==> config.mk <==
export PLATFORM = sky130hd
export DESIGN_NAME = ppu_requant
export DESIGN_NICKNAME = d
export VERILOG_FILES = /design/src/rtl/ppu_requant.sv
export SDC_FILE = /design/constraint.sdc
export NUM_CORES = 1
export LEC_CHECK = 0
export BUFFER_PORTS_ARGS = -buffer_cell sky130_fd_sc_hd__buf_2
export CAP_MARGIN = 40
export CORE_MARGIN = 2
export CORE_UTILIZATION = 55
export CTS_CLUSTER_SIZE = 28
export DETAILED_ROUTE_END_ITERATION = 10
export PLACE_DENSITY_LB_ADDON = 0.3
export SLEW_MARGIN = 20
export SYNTH_ARGS = -nofsm -noshare
export SYNTH_HDL_FRONTEND = slang
export SYNTH_SLANG_ARGS = --single-unit
==> constraint.sdc <==
create_clock -name clk -period 11.8 [get_ports clk]
set_input_delay 0 -clock clk [delete_from_list [all_inputs] [get_ports clk]]
set_output_delay 0 -clock clk [all_outputs]
set_load 0.005 [all_outputs]
==> src/rtl/ppu_requant.sv <==
// ppu_requant: post-processing stage after the systolic array.
// Adds a per-channel bias, applies optional ReLU, requantizes each signed
// 32-bit accumulator with a round-half-up arithmetic right shift, saturates
// to int8 and packs four results into one 32-bit ofmap word with an address.
// o_done pulses one cycle after the final word of a WIDTH-element tile.
module ppu_requant #(
    parameter int WIDTH  = 64,   // results per tile, multiple of PACK
    parameter int PACK   = 4,    // int8 results per output word
    parameter int ADDR_W = 12    // output word address width
) (
    input  logic                clk,
    input  logic                rst,
    input  logic                i_en,
    input  logic                i_clear,
    input  logic signed [31:0]  psum,
    input  logic signed [31:0]  bias,
    input  logic        [4:0]   shift,
    input  logic                relu_en,
    output logic                o_valid,
    output logic        [31:0]  o_data,
    output logic [ADDR_W-1:0]   o_addr,
    output logic                o_done
);

    localparam int ELEM_W = (WIDTH > 1) ? $clog2(WIDTH) : 1;

    // S1 registers: bias-added sum plus the per-element controls
    logic                s1_valid_q, s1_valid_d;
    logic signed [32:0]  s1_sum_q, s1_sum_d;
    logic        [4:0]   s1_shift_q;
    logic                s1_relu_q;

    // S2 registers: rounded and shifted value, not yet saturated
    logic                s2_valid_q, s2_valid_d;
    logic signed [33:0]  s2_r_q, s2_r_d;

    // Packer, counters and registered outputs
    logic [1:0]          lane_q, lane_d;
    logic [23:0]         pack_q, pack_d;
    logic [ADDR_W-1:0]   word_q, word_d;
    logic [ELEM_W-1:0]   elem_q, elem_d;
    logic                done_arm_q, done_arm_d;
    logic                o_valid_q, o_valid_d;
    logic [31:0]         o_data_q, o_data_d;
    logic [ADDR_W-1:0]   o_addr_q, o_addr_d;
    logic                o_done_q, o_done_d;

    logic signed [33:0]  x;
    logic signed [33:0]  rnd;
    logic        [7:0]   q_byte;

    // S1 next state: sign-extended add cannot overflow 33 bits; clear discards input
    always_comb begin
        s1_valid_d = i_en & ~i_clear;
        s1_sum_d   = {psum[31], psum} + {bias[31], bias};
        s2_valid_d = s1_valid_q & ~i_clear;
    end

    // S2 next state: optional ReLU, then rounding arithmetic shift in 34 bits
    always_comb begin
        // NOTE: every combinational output gets a default first so no path can infer a latch.
        x      = {s1_sum_q[32], s1_sum_q};
        rnd    = '0;
        if (s1_relu_q && s1_sum_q[32]) begin
            x = '0;
        end
        if (s1_shift_q != 5'd0) begin
            rnd = 34'sd1 <<< (s1_shift_q - 5'd1);
        end
        s2_r_d = (x + rnd) >>> s1_shift_q;
    end

    // S3: saturate to int8
    always_comb begin
        if (s2_r_q > 34'sd127) begin
            q_byte = 8'h7F;
        end else if (s2_r_q < -34'sd128) begin
            q_byte = 8'h80;
        end else begin
            q_byte = s2_r_q[7:0];
        end
    end

    // Pack and count: lane write, word emission, tile-end detection, clear override
    always_comb begin
        lane_d     = lane_q;
        pack_d     = pack_q;
        word_d     = word_q;
        elem_d     = elem_q;
        done_arm_d = 1'b0;
        o_valid_d  = 1'b0;
        o_data_d   = o_data_q;
        o_addr_d   = o_addr_q;
        o_done_d   = done_arm_q;
        if (s2_valid_q) begin
            case (lane_q)
                2'd0:    pack_d[7:0]   = q_byte;
                2'd1:    pack_d[15:8]  = q_byte;
                2'd2:    pack_d[23:16] = q_byte;
                default: pack_d        = pack_q;
            endcase
            lane_d = lane_q + 2'd1;
            if (lane_q == 2'(PACK - 1)) begin
                o_valid_d = 1'b1;
                o_data_d  = {q_byte, pack_q};
                o_addr_d  = word_q;
                word_d    = word_q + ADDR_W'(1);
            end
            if (elem_q == ELEM_W'(WIDTH - 1)) begin
                elem_d     = '0;
                word_d     = '0;
                lane_d     = '0;
                done_arm_d = 1'b1;
            end else begin
                elem_d = elem_q + ELEM_W'(1);
            end
        end
        if (i_clear) begin
            lane_d     = '0;
            word_d     = '0;
            elem_d     = '0;
            done_arm_d = 1'b0;
            o_valid_d  = 1'b0;
            o_done_d   = 1'b0;
        end
    end

    // Control state and outputs: synchronous reset
    always_ff @(posedge clk) begin
        // NOTE: sequential state uses non-blocking assignments so every register samples pre-edge values.
        if (rst) begin
            s1_valid_q <= 1'b0;
            s2_valid_q <= 1'b0;
            lane_q     <= '0;
            word_q     <= '0;
            elem_q     <= '0;
            done_arm_q <= 1'b0;
            o_valid_q  <= 1'b0;
            o_data_q   <= '0;
            o_addr_q   <= '0;
            o_done_q   <= 1'b0;
        end else begin
            s1_valid_q <= s1_valid_d;
            s2_valid_q <= s2_valid_d;
            lane_q     <= lane_d;
            word_q     <= word_d;
            elem_q     <= elem_d;
            done_arm_q <= done_arm_d;
            o_valid_q  <= o_valid_d;
            o_data_q   <= o_data_d;
            o_addr_q   <= o_addr_d;
            o_done_q   <= o_done_d;
        end
    end

    // Datapath registers: qualified by valids or lane index, so they carry no reset
    always_ff @(posedge clk) begin
        // NOTE: data-only registers are left unreset; their valid flags and lane index gate every use.
        s1_sum_q   <= s1_sum_d;
        s1_shift_q <= shift;
        s1_relu_q  <= relu_en;
        s2_r_q     <= s2_r_d;
        pack_q     <= pack_d;
    end

    assign o_valid = o_valid_q;
    assign o_data  = o_data_q;
    assign o_addr  = o_addr_q;
    assign o_done  = o_done_q;

endmodule

; ---- Word level (Yosys, flattened, before mapping)
; Index checks and enable logic that the tools add are counted.
[word_totals]
reg_bits = 166
word_cells = 56
[classes]
addsub = 6
magnitude_cmp = 2
n_eq_ne = 4
shifts = 2
n_mux = 10
bitwise = 4
n_reduce_logical = 11
[op_table]
columns = operator, n
row1 = 34-bit 2-to-1 mux, 2
row2 = 34-bit adder, 1
row3 = 34-bit by 8-bit > comparator with 1-bit output (second input constant), 1
row4 = 34-bit by 8-bit < comparator with 1-bit output (second input constant), 1
row5 = 2-bit by 5-bit <<< shifter with 34-bit output (first input constant), 1
row6 = 34-bit by 5-bit >>> shifter with 34-bit output, 1
row7 = 32-bit by 32-bit adder with 33-bit output, 1
row8 = 12-bit 2-to-1 mux, 2
row9 = 8-bit 2-to-1 mux, 2
row10 = 12-bit by 1-bit adder with 12-bit output (second input constant), 1
row11 = 2-bit AND reduction, 5
row12 = 6-bit by 1-bit adder with 6-bit output (second input constant), 1
row13 = 6-bit equality test (second input constant), 1
row14 = 6-bit 2-to-1 mux, 1
row15 = 5-bit nonzero test, 1
row16 = 5-bit by 1-bit subtractor with 5-bit output (second input constant), 1
row17 = 2-bit equality test (second input constant), 2
row18 = 3-bit OR reduction, 1
row19 = 2-bit by 1-bit adder with 2-bit output (second input constant), 1
row20 = 1-bit AND, 2
row21 = 2-bit by 1-bit equality test with 1-bit output (second input constant), 1
row22 = 2-bit logical NOT, 1
row23 = 1-bit 2-to-1 mux, 2
row24 = 2-bit 2-to-1 mux, 1
row25 = other kinds (4), 5

; ---- Logic depth before layout (Yosys ltp)
[logic_depth]
ltp_word = 5
ltp_mapped = 19
depth_no_buf = 17

; ---- Worst setup path after synthesis
; Ideal clock, no wire load.
[synth_timing]
path_kind = register to register
from = reg s1_shift_q[0]
to = reg s2_r_q[9]
arrival_ps = 4575
path_slack_ps = 7104
stages_incl_launch_ff = 18
path_buffers = 4
synth_period_minus_slack_ps = 4696
path_cell_list = dfxtp_1 -> buf_1 -> buf_1 -> clkbuf_1 -> buf_1 -> nor3_1 -> ha_1 -> o211ai_1 -> o21ai_1 -> o21a_1 -> a211o_1 -> a31oi_4 -> o311a_2 -> xnor2_1 -> mux4_2 -> mux2i_1 -> mux2i_1 -> mux2_2
[synth_between]
elab_chain_cells = 5
word_cells_on_any_way = 6
classes_between = add/sub (2) / shift (2) / mux (1) / reduce/logical (1)
[synth_lines]
columns = element, line
row1 = "start, declared", 30  ; logic [4:0] s1_shift_q;
row2 = "start signal, assigned", 160  ; s1_shift_q <= shift;
row3 = 5-bit by 1-bit subtractor with 5-bit output, 68  ; rnd = 34'sd1 <<< (s1_shift_q - 5'd1);
row4 = 2-bit by 5-bit <<< shifter with 34-bit output, 68
row5 = 34-bit 2-to-1 mux, 67  ; if (s1_shift_q != 5'd0) begin
row6 = 34-bit adder, 70  ; s2_r_d = (x + rnd) >>> s1_shift_q;
row7 = 34-bit by 5-bit >>> shifter with 34-bit output *, 70
row8 = net s2_r_d[9], 35  ; logic signed [33:0] s2_r_q, s2_r_d;
row9 = "end signal, assigned", 162  ; s2_r_q <= s2_r_d;
row10 = "end, declared", 35
; The timed path passes the listed nets; every way through them passes the cells marked *.
; A chain may end at the register's enable or synchronous reset.

; ---- Final worst setup path
[layout_timing]
from = reg s1_shift_q[4]
to = reg s2_r_q[22]
; Same word-level chain as after synthesis.

==> flow_metrics.env <==
export IMPL_numCtsBuffers=17
export IMPL_design_area_um2=12600
export IMPL_crit_start="s1_shift_q[4]"
export IMPL_power_density_nw_per_um2=137
export IMPL_post_place_cells=1621
export IMPL_whs_ns=0.00322
export IMPL_period_share_pct=46.2
export IMPL_cts_num_sinks=166
export IMPL_rows=50
export IMPL_skew_ns=0.0141
export IMPL_grt_max_degree=52
export IMPL_cp_endpoint="s2_r_q[22]"
export IMPL_grt_pass1_wl_um=45900
export IMPL_holdCritPathClass="in -> reg"
export IMPL_worst_path_stages=16
export IMPL_worst_pin_slew_ns=0.827
export IMPL_power_switching_mw=0.579
export IMPL_netlist_instances=1294
export IMPL_ys_flop_type="dfxtp_1"
export IMPL_r2r_cells=16
export IMPL_fmax_mhz=183
export IMPL_finalWirelength_um=28400
export IMPL_worstReg2RegEnd="s2_r_q[22]"
export IMPL_clkTransAtPathRegs_ns=0.07
export IMPL_diodes=0
export IMPL_synthArstFlopShare_pct=0
export IMPL_crit_chain="buf_4 -> clkinv_1 -> nand2_1 -> nor2_1 -> ha_1 -> nand4_1 -> nor2_1 -> o211ai_1 -> a31oi_2 -> a31oi_1 -> o21ai_1 -> inv_2 -> nand2_1 -> o31ai_1 -> a2111oi_0 -> o31ai_1"
export IMPL_start_kind="register"
export IMPL_p_sw_share_pct=33.5
export IMPL_crit_family="compound AO/OA/AOI/OAI gates"
export IMPL_drc_errors=0
export IMPL_io_pins=120
export IMPL_cp_buffers_inverters=3
export IMPL_dp_hpwl_um=19900
export IMPL_seq_power_share_pct=37.0
export IMPL_drv_cap=0
export IMPL_crit_type="reg -> reg"
export IMPL_chipHeight_um=143
export IMPL_first_global_vias=9451
export IMPL_arrival_ns=5.76
export IMPL_wl_per_cell_um=16.6
export IMPL_ys_ff_latch=166
export IMPL_synth_top_area_cell="dfxtp_1"
export IMPL_top_layer_used="met4"
export IMPL_via_per_inst=5.91
export IMPL_clockBufferDepth=2
export IMPL_synth_most_common_cell="nand2_1"
export IMPL_peakVddDrop_mv=0.0878
export IMPL_drive_gt1_share_pct=13.4
export IMPL_synth_seq_area_share_pct=33.5
export IMPL_postRouteAntennaNets=0
export IMPL_post_route_min_period_ns=5.46
export IMPL_synth_cell_types=74
export IMPL_place_congestion=0.996
export IMPL_cts_tree="built"
export IMPL_hold_violations=0
export IMPL_required_ns=12.10
export IMPL_outcome="finished, final reports clean"
export IMPL_io_buffers=119
export IMPL_htreeDepth=4
export IMPL_wl_met2_um=13500
export IMPL_cp_max_fo=37
export IMPL_synth_edf_count=24
export IMPL_post_dp_cell_area_um2=11400
export IMPL_final_nets=1587
export IMPL_wl_met1_um=12200
export IMPL_gr_total_overflow=0
export IMPL_syn_num_nets=1440
export IMPL_relSlewSlack_pct=44.7
export IMPL_clk_latency_ns=0.44
export IMPL_cts_repair_resized=0
export IMPL_instances_no_fill=1714
export IMPL_min_from="bias[21]"
export IMPL_fp_dieArea_um2=20500
export IMPL_worstReg2RegStart="s1_shift_q[4]"
export IMPL_p_clk_share_pct=33.3
export IMPL_yosys_area_top_type_share_pct=26.7
export IMPL_p_comb_share_pct=29.6
export IMPL_grt_usage_pct=27.8
export IMPL_first_pass_iters=6
export IMPL_syn_to_final_growth_pct=18.6
export IMPL_cts_root_buf="clkbuf_16"
export IMPL_fin_setup_tns_ns=0
export IMPL_initialDrtViolationCount=901
export IMPL_dieWidth_um=143
export IMPL_vias=10100
export IMPL_core_area_um2=18800
export IMPL_cp_slowest_cell="nand2_1"
export IMPL_synth_top_cells_by_count="nand2_1 (203), dfxtp_1 (142), a21oi_1 (127)"
export IMPL_netlist_area_um2=10600
export IMPL_end_kind="register"
export IMPL_initial_core_util_pct=56.5
export IMPL_fin_util_pct=67.1
export IMPL_p_leak_nw=5.39
export IMPL_dr_wl_met3_um=1760
export IMPL_rsz0062_at_grt="false"
export IMPL_rrSetupSlack_ns=6.34
export IMPL_cellInternalPower_mw=1.15
export IMPL_critPathMaxStageDelay_ns=0.64
export IMPL_synth_area_top_cells="dfxtp_1 (27%), ha_1 (8.2%), nand2_1 (7.2%), edfxtp_1 (6.8%), a21oi_1 (6.0%)"
export IMPL_synth_area_per_cell_um2=8.23
export IMPL_antenna_found_initial=0
export IMPL_finalSetupViolations=0
export IMPL_final_max_slew_viol_count=0
export IMPL_ys_warnings_count=0
## routing by layer
metal  vias up  global-route usage, %
li1       4947                      -
met1      4690                   35.8
met2       408                   46.2
met3        81                   4.06
met4         0                   12.8
met5         -                      0
## per-stage QoR
stage | setup slack (ns) | power [mW]
2_1_floorplan | 7.10 | 1.01
3_3_place_gp | 6.55 | 1.12
3_5_place_dp | 6.48 | 1.13
4_1_cts | 6.44 | 1.72
5_1_grt | 5.84 | 1.81
6_report | 6.34 | 1.73
## repair_timing
action	in CTS	in global routing
endpoints found under the setup margin	0	0
hold endpoints to repair	43	0
buffers inserted	0	0
hold buffers	61	0
## power groups by stage
stage                     logic (mW)  registers, mW  clock network [mW]
after floorplan                0.365          0.646                   0
after global placement         0.469          0.653                   0
after detailed placement       0.472          0.653                   0
after CTS                      0.499          0.640               0.581
after global routing           0.559          0.645               0.609
final                          0.512          0.640               0.576
## logic make-up (layout without fill, tap and decap cells)
group	after synthesis	after routing	share of synthesized area, %
DFF	166	166	33.5
other	1	1	0.0352
and+or+nand+nor	478	478	20.3
xor gates and xnor gates	74	74	6.09
muxes	60	60	6.77
AOI/OAI and AO/OA	353	353	21.5
adders and majority gates	72	72	8.60
buffers and inverters	90	250	3.28
## cell type report
class                      instances  area, um^2
clock buffer                      18         439
clock inverter                    14         179
fill                            1528        6200
inverter                          27         101
multi-input combinational       1038        6730
sequential                       166        3560
tap                              260         325
timing repair buffer             191        1290
## tightest hold or removal path: cells and delay by family
family / cells / cell delay (ns)
adders and majority gates: 1 / 0.22
buffers and inverters: 1 / 0.08
xor gates and xnor gates: 1 / 0.10
## placed cells by master (no fill, tap or decap), types with 24 or more instances in the layout
master         instances
a21oi_1              127
edfxtp_1              24
nand2_1              203
inv_1                 25
mux2i_1               36
ha_1                  70
nor3_1                24
xor2_1                31
nor2_1               113
dlygate4sd3_1         61
o21ai_0               50
a21o_1                37
and2_1                49
buf_2                119
xnor2_1               43
dfxtp_1              142
## registers in the layout, indices dropped and copies added (netlist names)
signal / cells
s2_valid_q: 1
s1_sum_q: 33
s2_r_q: 34
lane_q: 2
done_arm_q: 1
pack_q: 24
elem_q: 6
s1_relu_q: 1
s1_valid_q: 1
o_addr: 12
o_done: 1
s1_shift_q: 5
word_q: 12
o_valid: 1
o_data: 32
## worst min path at each step
stage               slack [ns]  cells after the start       endpoint
floorplan                 0.03                      0      s1_relu_q
global placement          0.10                      1  s1_shift_q[3]
detailed placement        0.10                      1      s1_relu_q
CTS                     0.0005                      3   s1_sum_q[21]
global route              0.04                      3   s1_sum_q[11]
finish                   0.003                      3   s1_sum_q[21]
Note: power is estimated with default switching activity, not from simulation.
